==> config.mk <==
export PLATFORM = sky130hd
export DESIGN_NAME = kmat_mac_engine
export DESIGN_NICKNAME = d
export VERILOG_FILES = /design/src/rtl/kmat_mac_engine.sv
export SDC_FILE = /design/constraint.sdc
export NUM_CORES = 2
export LEC_CHECK = 0
export ABC_AREA = 1
export BUFFER_PORTS_ARGS = -buffer_cell sky130_fd_sc_hd__buf_2
export CAP_MARGIN = 15
export CORE_ASPECT_RATIO = 0.8
export CORE_UTILIZATION = 46
export CTS_BUF_LIST = sky130_fd_sc_hd__clkbuf_4 sky130_fd_sc_hd__clkbuf_8 sky130_fd_sc_hd__clkbuf_16
export CTS_CLUSTER_SIZE = 40
export DETAILED_ROUTE_END_ITERATION = 10
export PLACE_DENSITY = 0.68
export SLEW_MARGIN = 30
export SYNTH_ARGS = -nofsm -noshare
export SYNTH_HDL_FRONTEND = slang
export SYNTH_SLANG_ARGS = --single-unit
==> constraint.sdc <==
create_clock -name clk -period 15.4 [get_ports clk]
set_input_delay 0.77 -clock clk [delete_from_list [all_inputs] [get_ports clk]]
set_output_delay 0.77 -clock clk [all_outputs]
set_load 0.1 [all_outputs]
==> src/rtl/kmat_mac_engine.sv <==
// kmat_mac_engine: Y = C*X over an N-element unsigned vector with a run-time loadable
//   NxN signed coefficient matrix, evaluated on a single time-shared MAC unit.
// Latency N*N cycles from the accepting edge to out_valid; one vector in flight.
// Backpressure: in_ready only in IDLE; out_valid/y_out/ovf hold until out_ready is seen.
// Ports: clk/rst (sync, active-high); in_valid/in_ready/x_in input handshake;
//   out_valid/out_ready/y_out/ovf result handshake; coef_we/coef_addr/coef_data
//   coefficient load port (IDLE only); busy = not IDLE.
// Build option: define MAC_SAT_EN to clamp each Y_k to the OUT_W signed range
//   instead of two's-complement wrap.
module kmat_mac_engine #(
  parameter int N      = 9,
  parameter int IN_W   = 1,
  parameter int COEF_W = 12,
  parameter int OUT_W  = 20
) (
  input  logic                    clk,
  input  logic                    rst,
  input  logic                    in_valid,
  output logic                    in_ready,
  input  logic [N*IN_W-1:0]       x_in,
  output logic                    out_valid,
  input  logic                    out_ready,
  output logic [N*OUT_W-1:0]      y_out,
  output logic                    ovf,
  input  logic                    coef_we,
  input  logic [$clog2(N*N)-1:0]  coef_addr,
  input  logic [COEF_W-1:0]       coef_data,
  output logic                    busy
);

  localparam int AW    = $clog2(N*N);
  localparam int CW    = $clog2(N);
  localparam int ACC_W = IN_W + COEF_W + $clog2(N) + 1;
  localparam int PW    = COEF_W + IN_W + 1;
  // One bit wider than both the accumulator and the output, so the range test
  // is a plain signed compare regardless of which of the two is wider.
  localparam int EXT_W = ((ACC_W > OUT_W) ? ACC_W : OUT_W) + 1;
  localparam logic signed [EXT_W-1:0] MAX_V = EXT_W'((64'sd1 <<< (OUT_W - 1)) - 64'sd1);
  localparam logic signed [EXT_W-1:0] MIN_V = ~MAX_V;

  typedef enum logic [1:0] {IDLE, RUN, DONE} state_t;

  state_t            state;
  logic [COEF_W-1:0] coef [N*N];
  logic [IN_W-1:0]   x_arr [N];
  logic [ACC_W-1:0]  acc;
  logic [CW-1:0]     row;
  logic [CW-1:0]     col;
  logic [AW-1:0]     cidx;   // linear row*N+col, kept alongside row/col to avoid a multiplier

  logic                    addr_ok;
  logic [PW-1:0]           coef_ext;
  logic [PW-1:0]           x_ext;
  logic [PW-1:0]           prod;
  logic [ACC_W-1:0]        sum;
  logic signed [EXT_W-1:0] sum_ext;
  logic                    too_hi;
  logic                    too_lo;
  logic [OUT_W-1:0]        y_row;

  assign in_ready = (state == IDLE);
  assign busy     = (state != IDLE);
  assign addr_ok  = ({1'b0, coef_addr} < (AW+1)'(N*N));

  // Low PW bits of an unsigned product of sign/zero-extended operands equal the
  // signed product, which always fits in PW bits.
  always_comb begin
    coef_ext = {{(PW-COEF_W){coef[cidx][COEF_W-1]}}, coef[cidx]};
    x_ext    = {{(PW-IN_W){1'b0}}, x_arr[col]};
    prod     = coef_ext * x_ext;
    sum      = acc + {{(ACC_W-PW){prod[PW-1]}}, prod};
    sum_ext  = $signed({{(EXT_W-ACC_W){sum[ACC_W-1]}}, sum});
    too_hi   = (sum_ext > MAX_V);
    too_lo   = (sum_ext < MIN_V);
`ifdef MAC_SAT_EN
    if (too_hi)
      y_row = MAX_V[OUT_W-1:0];
    else if (too_lo)
      y_row = MIN_V[OUT_W-1:0];
    else
      y_row = sum_ext[OUT_W-1:0];
`else
    y_row = sum_ext[OUT_W-1:0];
`endif
  end

  always_ff @(posedge clk) begin
    if (rst) begin
      state     <= IDLE;
      acc       <= '0;
      row       <= '0;
      col       <= '0;
      cidx      <= '0;
      y_out     <= '0;
      ovf       <= 1'b0;
      out_valid <= 1'b0;
      for (int i = 0; i < N*N; i++) coef[i] <= '0;
      for (int i = 0; i < N; i++)   x_arr[i] <= '0;
    end else begin
      // The write lands at the accepting edge too, so the first MAC cycle sees it.
      if (state == IDLE && coef_we && addr_ok)
        coef[coef_addr] <= coef_data;

      case (state)
        IDLE: begin
          if (in_valid) begin
            for (int i = 0; i < N; i++) x_arr[i] <= x_in[i*IN_W +: IN_W];
            acc   <= '0;
            row   <= '0;
            col   <= '0;
            cidx  <= '0;
            ovf   <= 1'b0;
            state <= RUN;
          end
        end
        RUN: begin
          cidx <= cidx + 1'b1;
          if (col == CW'(N-1)) begin
            y_out[row*OUT_W +: OUT_W] <= y_row;
            ovf <= ovf | too_hi | too_lo;
            acc <= '0;
            col <= '0;
            if (row == CW'(N-1)) begin
              state     <= DONE;
              out_valid <= 1'b1;
            end else begin
              row <= row + 1'b1;
            end
          end else begin
            acc <= sum;
            col <= col + 1'b1;
          end
        end
        DONE: begin
          if (out_ready) begin
            out_valid <= 1'b0;
            state     <= IDLE;
          end
        end
        default: state <= IDLE;
      endcase
    end
  end

endmodule

== After elaboration in Yosys (flattened, before gate mapping) ==
Memories as Yosys holds them, arrays and structs flattened. A register that Yosys moved wholly into a read port is not among the register bits.
Index checks and enable logic that the tools add are counted.

* Output and inout port bits: 184
* Logic and storage cells: 104
* Bits of input ports: 33
* Memory bits (writable): 981
* Register bits after elaboration: 217
* Memories kept: 2

{| class="wikitable"
|+ Memory list
! memory !! depth !! bits a word !! read ports !! clocked after memory_dff !! wr ports !! line !! source
|-
| coef || 81 || 12 || 1 || 1 || 81 || 44 || <nowiki>logic [COEF_W-1:0] coef [N*N];</nowiki>
|-
| x_arr || 9 || 1 || 1 || 1 || 9 || 45 || <nowiki>logic [IN_W-1:0] x_arr [N];</nowiki>
|}

* Reduce and logical (&&, ||, !) cells: 13
* Multiply operators: 2
* Add/subtract/negate cells: 5
* Shifts and indexed selects: 2
* Equality and inequality tests: 9
* Multiplexer cells: 49
* Order comparisons: 3
* Bitwise logic cells: 11

{| class="wikitable"
|+ Operators with widths
! kind !! number
|-
| 180-bit bitwise mux || 1
|-
| 20-bit by 34-bit variable shift with 180-bit output (first input constant) || 1
|-
| 20-bit by 34-bit indexed part select with 180-bit output || 1
|-
| 18-bit two-way mux || 2
|-
| 18-bit one-hot mux with 2 select lines || 1
|-
| 9-bit negation with 34-bit output || 1
|-
| 7-bit two-way mux || 4
|-
| 1-bit two-way mux || 24
|-
| 4-bit two-way mux || 6
|-
| 18-bit by 20-bit > comparator with 1-bit output (second input constant) || 1
|-
| 18-bit by 20-bit less-than comparator with 1-bit output (second input constant) || 1
|-
| 18-bit adder || 1
|-
| 4-bit one-hot mux with 2 select lines || 2
|-
| 14-bit by 1-bit multiplier with 14-bit output || 1
|-
| 7-bit one-hot mux with 2 select lines || 1
|-
| 12-bit two-way mux || 1
|-
| 4-bit AND reduction || 3
|-
| 12-bit OR reduction || 1
|-
| 1-bit OR || 11
|-
| 2-bit != test (second input constant) || 5
|-
| 4-bit by 1-bit adder with 4-bit output (second input constant) || 2
|-
| 4-bit equality test (second input constant) || 2
|-
| 2-bit two-way mux || 4
|-
| 7-bit by 1-bit adder with 7-bit output (second input constant) || 1
|-
| other kinds (11) || 16
|}

== Logic depth before layout (Yosys ltp) ==
* Depth in word-level cells: 8
* Depth in mapped cells: 36
* Depth with buffers taken out: 31

== Worst setup path after synthesis ==
No wires, ideal clock.

* Path type: register to register
* Start: register with a tool-made name
* End: register y_out[28]
* Cell stages (with the launch flop): 35
* Path buffers: 5
* Slack: 10.550 ns
* Period minus slack after synthesis: 4.850 ns
* Data arrival time: 4.789 ns
* Required time: 15.339 ns
* Setup time: 0.061 ns
* Cells stage by stage: dfxtp_1 > inv_2 > buf_6 > buf_2 > buf_2 > clkbuf_1 > clkbuf_1 > o21ai_0 > o22ai_1 > nor2_1 > o221ai_1 > o311ai_0 > nand3_1 > nand2_1 > a31oi_1 > ha_1 > inv_1 > fa_1 > nand3b_1 > nand2_1 > nand3_1 > nand2_1 > a21oi_1 > o21ai_1 > nand2_1 > o21ai_2 > xor2_1 > nand2_1 > nand2_1 > nand3_1 > mux2i_2 > nand2_1 > nand2_1 > o211ai_1 > inv_1

{| class="wikitable"
|+ RTL lines
! item !! line !! source
|-
| end signal: indexed assignment || 119 || <nowiki>y_out[row*OUT_W +: OUT_W] <= y_row;</nowiki>
|-
| end: declaration || 23 || <nowiki>output logic [N*OUT_W-1:0] y_out,</nowiki>
|}

==> impl_metrics.env <==
export IMPL_pwr_density_cell_nw_per_um2=149.6
export IMPL_insertion_delay_ps=840
export IMPL_worst_ep_arrival_time_ps=9810
export IMPL_max_cap_violations=0
export IMPL_dr_total_vias=58653
export IMPL_clockRootBuffer="clkbuf_16"
export IMPL_routedWlPerCell_um=21.61
export IMPL_r2r_end="y_out[152]$_SDFFE_PP0P_"
export IMPL_skew_ps=50.28
export IMPL_hold_viol=0
export IMPL_crit_fanout=212
export IMPL_fin_area_um2=86930
export IMPL_syn_area_um2=76770
export IMPL_cts_hold_buf=0
export IMPL_grt_pass1_vias=55222
export IMPL_post_route_worst_setup_slack_ps=6342
export IMPL_ioPinCount=217
export IMPL_gp_congestion=0.9653
export IMPL_r2r_slack_ps=6340
export IMPL_synth_area_leaders="edfxtp_1 (60%), nor2_1 (9.9%), o21ai_0 (6.5%), dfxtp_1 (5.9%), nand2_1 (3.1%)"
export IMPL_cts_buffers=177
export IMPL_die_area_um2=168500
export IMPL_synthToLayoutAreaGrowth_pct=13.23
export IMPL_ys_async_sr_fraction_pct=0
export IMPL_slew_viol_final=0
export IMPL_run_status="complete, no violations"
export IMPL_synth_compound_area_share_pct=13.20
export IMPL_multi_input_area_um2=24730
export IMPL_core_um2=165100
export IMPL_placed_cell_area_um2=81130
export IMPL_fin_crit_sh_pct=58.82
export IMPL_fin_util_pct=52.66
export IMPL_ff2ff_path_depth=27
export IMPL_post_cts_buffers=0
export IMPL_dr_pass1_iters=7
export IMPL_chipWidth_um=458.8
export IMPL_synth_largest_area_cell="edfxtp_1"
export IMPL_timing_hold_ws_ps=262.1
export IMPL_setup_viol=0
export IMPL_path_clk_slew_ps=60
export IMPL_cts_tree="built"
export IMPL_place_ws_ps=6830
export IMPL_yosys_area_share_simple_pct=15.50
export IMPL_antenna_cells=0
export IMPL_wl_um=221800
export IMPL_rows=133
export IMPL_grt_util_all_layers_pct=25.80
export IMPL_worst_setup_path_type="reg -> reg"
export IMPL_synth_xor_area_share_pct=0.1695
export IMPL_hp_class="in -> reg"
export IMPL_drc=0
export IMPL_fmax_mhz=110.4
export IMPL_gr_total_overflow=0
export IMPL_final_common_cell="nor2_1"
export IMPL_layout_nets=7955
export IMPL_synth_top_family_by_area="simple AND/OR/NAND/NOR gates"
export IMPL_fin_total_pwr_mw=13.00
export IMPL_rsz0062_at_grt="no"
export IMPL_ys_seq_area_share_pct=66.38
export IMPL_ant_nets=0
export IMPL_finalNonFillerCells=10261
export IMPL_yosysTopAreaCellShare_pct=60.43
export IMPL_grt_start_max_net_pins=213
export IMPL_synthAdderAreaFrac_pct=0.4922
export IMPL_final_cell_mix="nor2_1 (2017), edfxtp_1 (1545), o21ai_0 (995)"
export IMPL_cts_max_path_buffers=3
export IMPL_cp_data_required_time_ps=16150
export IMPL_drtIter0Drc=7912
export IMPL_p_leak_nw=33.80
export IMPL_synth_edf_count=1545
export IMPL_yosysUniqueCellTypes=62
export IMPL_io_buffers=216
export IMPL_dieHeight_um=367.4
export IMPL_syn_area_per_cell_um2=10.30
export IMPL_fill_cells=14701
export IMPL_muxShareOfSynthArea_pct=0.04400
export IMPL_clock_sinks=1773
export IMPL_grt_pass1_wl_um=334900
export IMPL_synth_warnings=0
export IMPL_cp_start_kind="register"
export IMPL_worst_setup_path_end_kind="register"
export IMPL_initial_core_util_pct=46.51
export IMPL_ir_drop_v=0.0001264
export IMPL_finalCriticalPeriod_ps=9058
export IMPL_hpwl_um=129400
export IMPL_dp_cells=9940
export IMPL_htree_levels=4
export IMPL_drive_gt1_share_pct=8.128
export IMPL_vias_per_cell=5.716
export IMPL_yosys_most_used_dff="edfxtp_1"
export IMPL_syn_inst=7457
export IMPL_grt_antenna_before_repair=7
export IMPL_final_seq_area_um2=50980
export IMPL_tightest_slew_ps=1053
export IMPL_max_slew_margin_pct=29.81
export IMPL_tns_ps=0
export IMPL_synth_seq_cells=1773
export IMPL_cts_resized=0
export IMPL_crit_end="y_out[152]$_SDFFE_PP0P_"
==> synthesized netlist by cell type (all sizes together), types with 3 or more instances <==
library cell and count:
a22oi 3, nand2 647, inv 230, xnor2 3, o32ai 8, edfxtp 1545
dfxtp 228, a31oi 24, o221ai 76, o31ai 8, clkbuf 508, buf 85
a21oi 190, nand3 274, mux2i 3, ha 27, or2 18, o21a 5
nand4 19, nor3 15, o22ai 353, xor2 11, nor2 2034, o21ai 1027
o311ai 6, o211ai 86, a211oi 4
==> critical path, stage by stage, from the launching register on <==
cell      delay [ps]
dfxtp_4          930
buf_4            740
buf_12           470
buf_12           710
o21ai_0          220
o22ai_1          380
o21ai_0          170
o221ai_1         630
o211ai_1         200
a31oi_1          560
ha_1             290
inv_1             80
fa_1             430
nand3b_1         170
nand2_1          130
nand3_1           80
nand2_1          130
a21oi_1          110
o21ai_1          220
xor2_1           370
nand2_1          130
nand2_1           80
o21ai_1           80
o21ai_0          680
nand2_1          290
nand3_1          150
o211ai_1         100
inv_1            100
==> logic make-up (layout without fill, tap and decap cells) <==
family / count (synthesis) / after routing
adder cells (fa/ha/maj): 29 / 29
XOR/XNOR: 14 / 14
other: 1 / 564
multiplexers: 3 / 3
AND/OR/NAND/NOR: 3015 / 3015
flip-flops: 1773 / 1773
buffers and inverters: 825 / 839
AO/OA/AOI/OAI: 1797 / 1797
==> sequential cells by signal, summed over array words and instances (netlist names), named ones only <==
register	flops
coef	1536
y_out	180
acc	18
x_arr	9
cidx	7
col	4
row	4
state	2
out_valid	1
ovf	1
==> how the worst min path moves through the flow <==
stage	from	end	slack, ps	depth (start not counted)
floorplan	cidx[6]$_SDFFE_PP0P_	register	440	2
global placement	ovf$_SDFFE_PP0P_	ovf$_SDFFE_PP0P_	420	2
detailed placement	ovf$_SDFFE_PP0P_	ovf$_SDFFE_PP0P_	420	2
CTS	x_in[1]	x_arr[1]$_SDFFCE_PN0P_	210	3
global route	x_in[5]	x_arr[5]$_SDFFCE_PN0P_	270	3
finish	x_in[1]	x_arr[1]$_SDFFCE_PN0P_	260	3
==> layer usage <==
| layer | global-route usage (%) | vias to the layer above | wire, µm |
|---|---|---|---|
| met5 | 0 | - | 46 |
| met4 | 7.531 | 6 | 6135 |
| li1 | - | 26537 | - |
| met1 | 36.51 | 28517 | 91690 |
| met2 | 39.40 | 3144 | 99160 |
| met3 | 6.190 | 449 | 24740 |
==> power by group <==
group	internal [mW]	total, mW	switching [mW]
sequential	5.46	5.56	0.0961
combinational	0.754	3.12	2.37
clock	2.43	4.32	1.88
total	8.65	13.0	4.35
==> layout make-up <==
type	instances	area share, %
clock buffers	226	5.602
clock inverters	94	1.035
inverters	232	1.049
multi-input cells	5422	28.45
flip-flops and latches	1773	58.64
well taps	2227	3.205
repair buffers	287	2.014
Power figures use the tool's default switching activity.
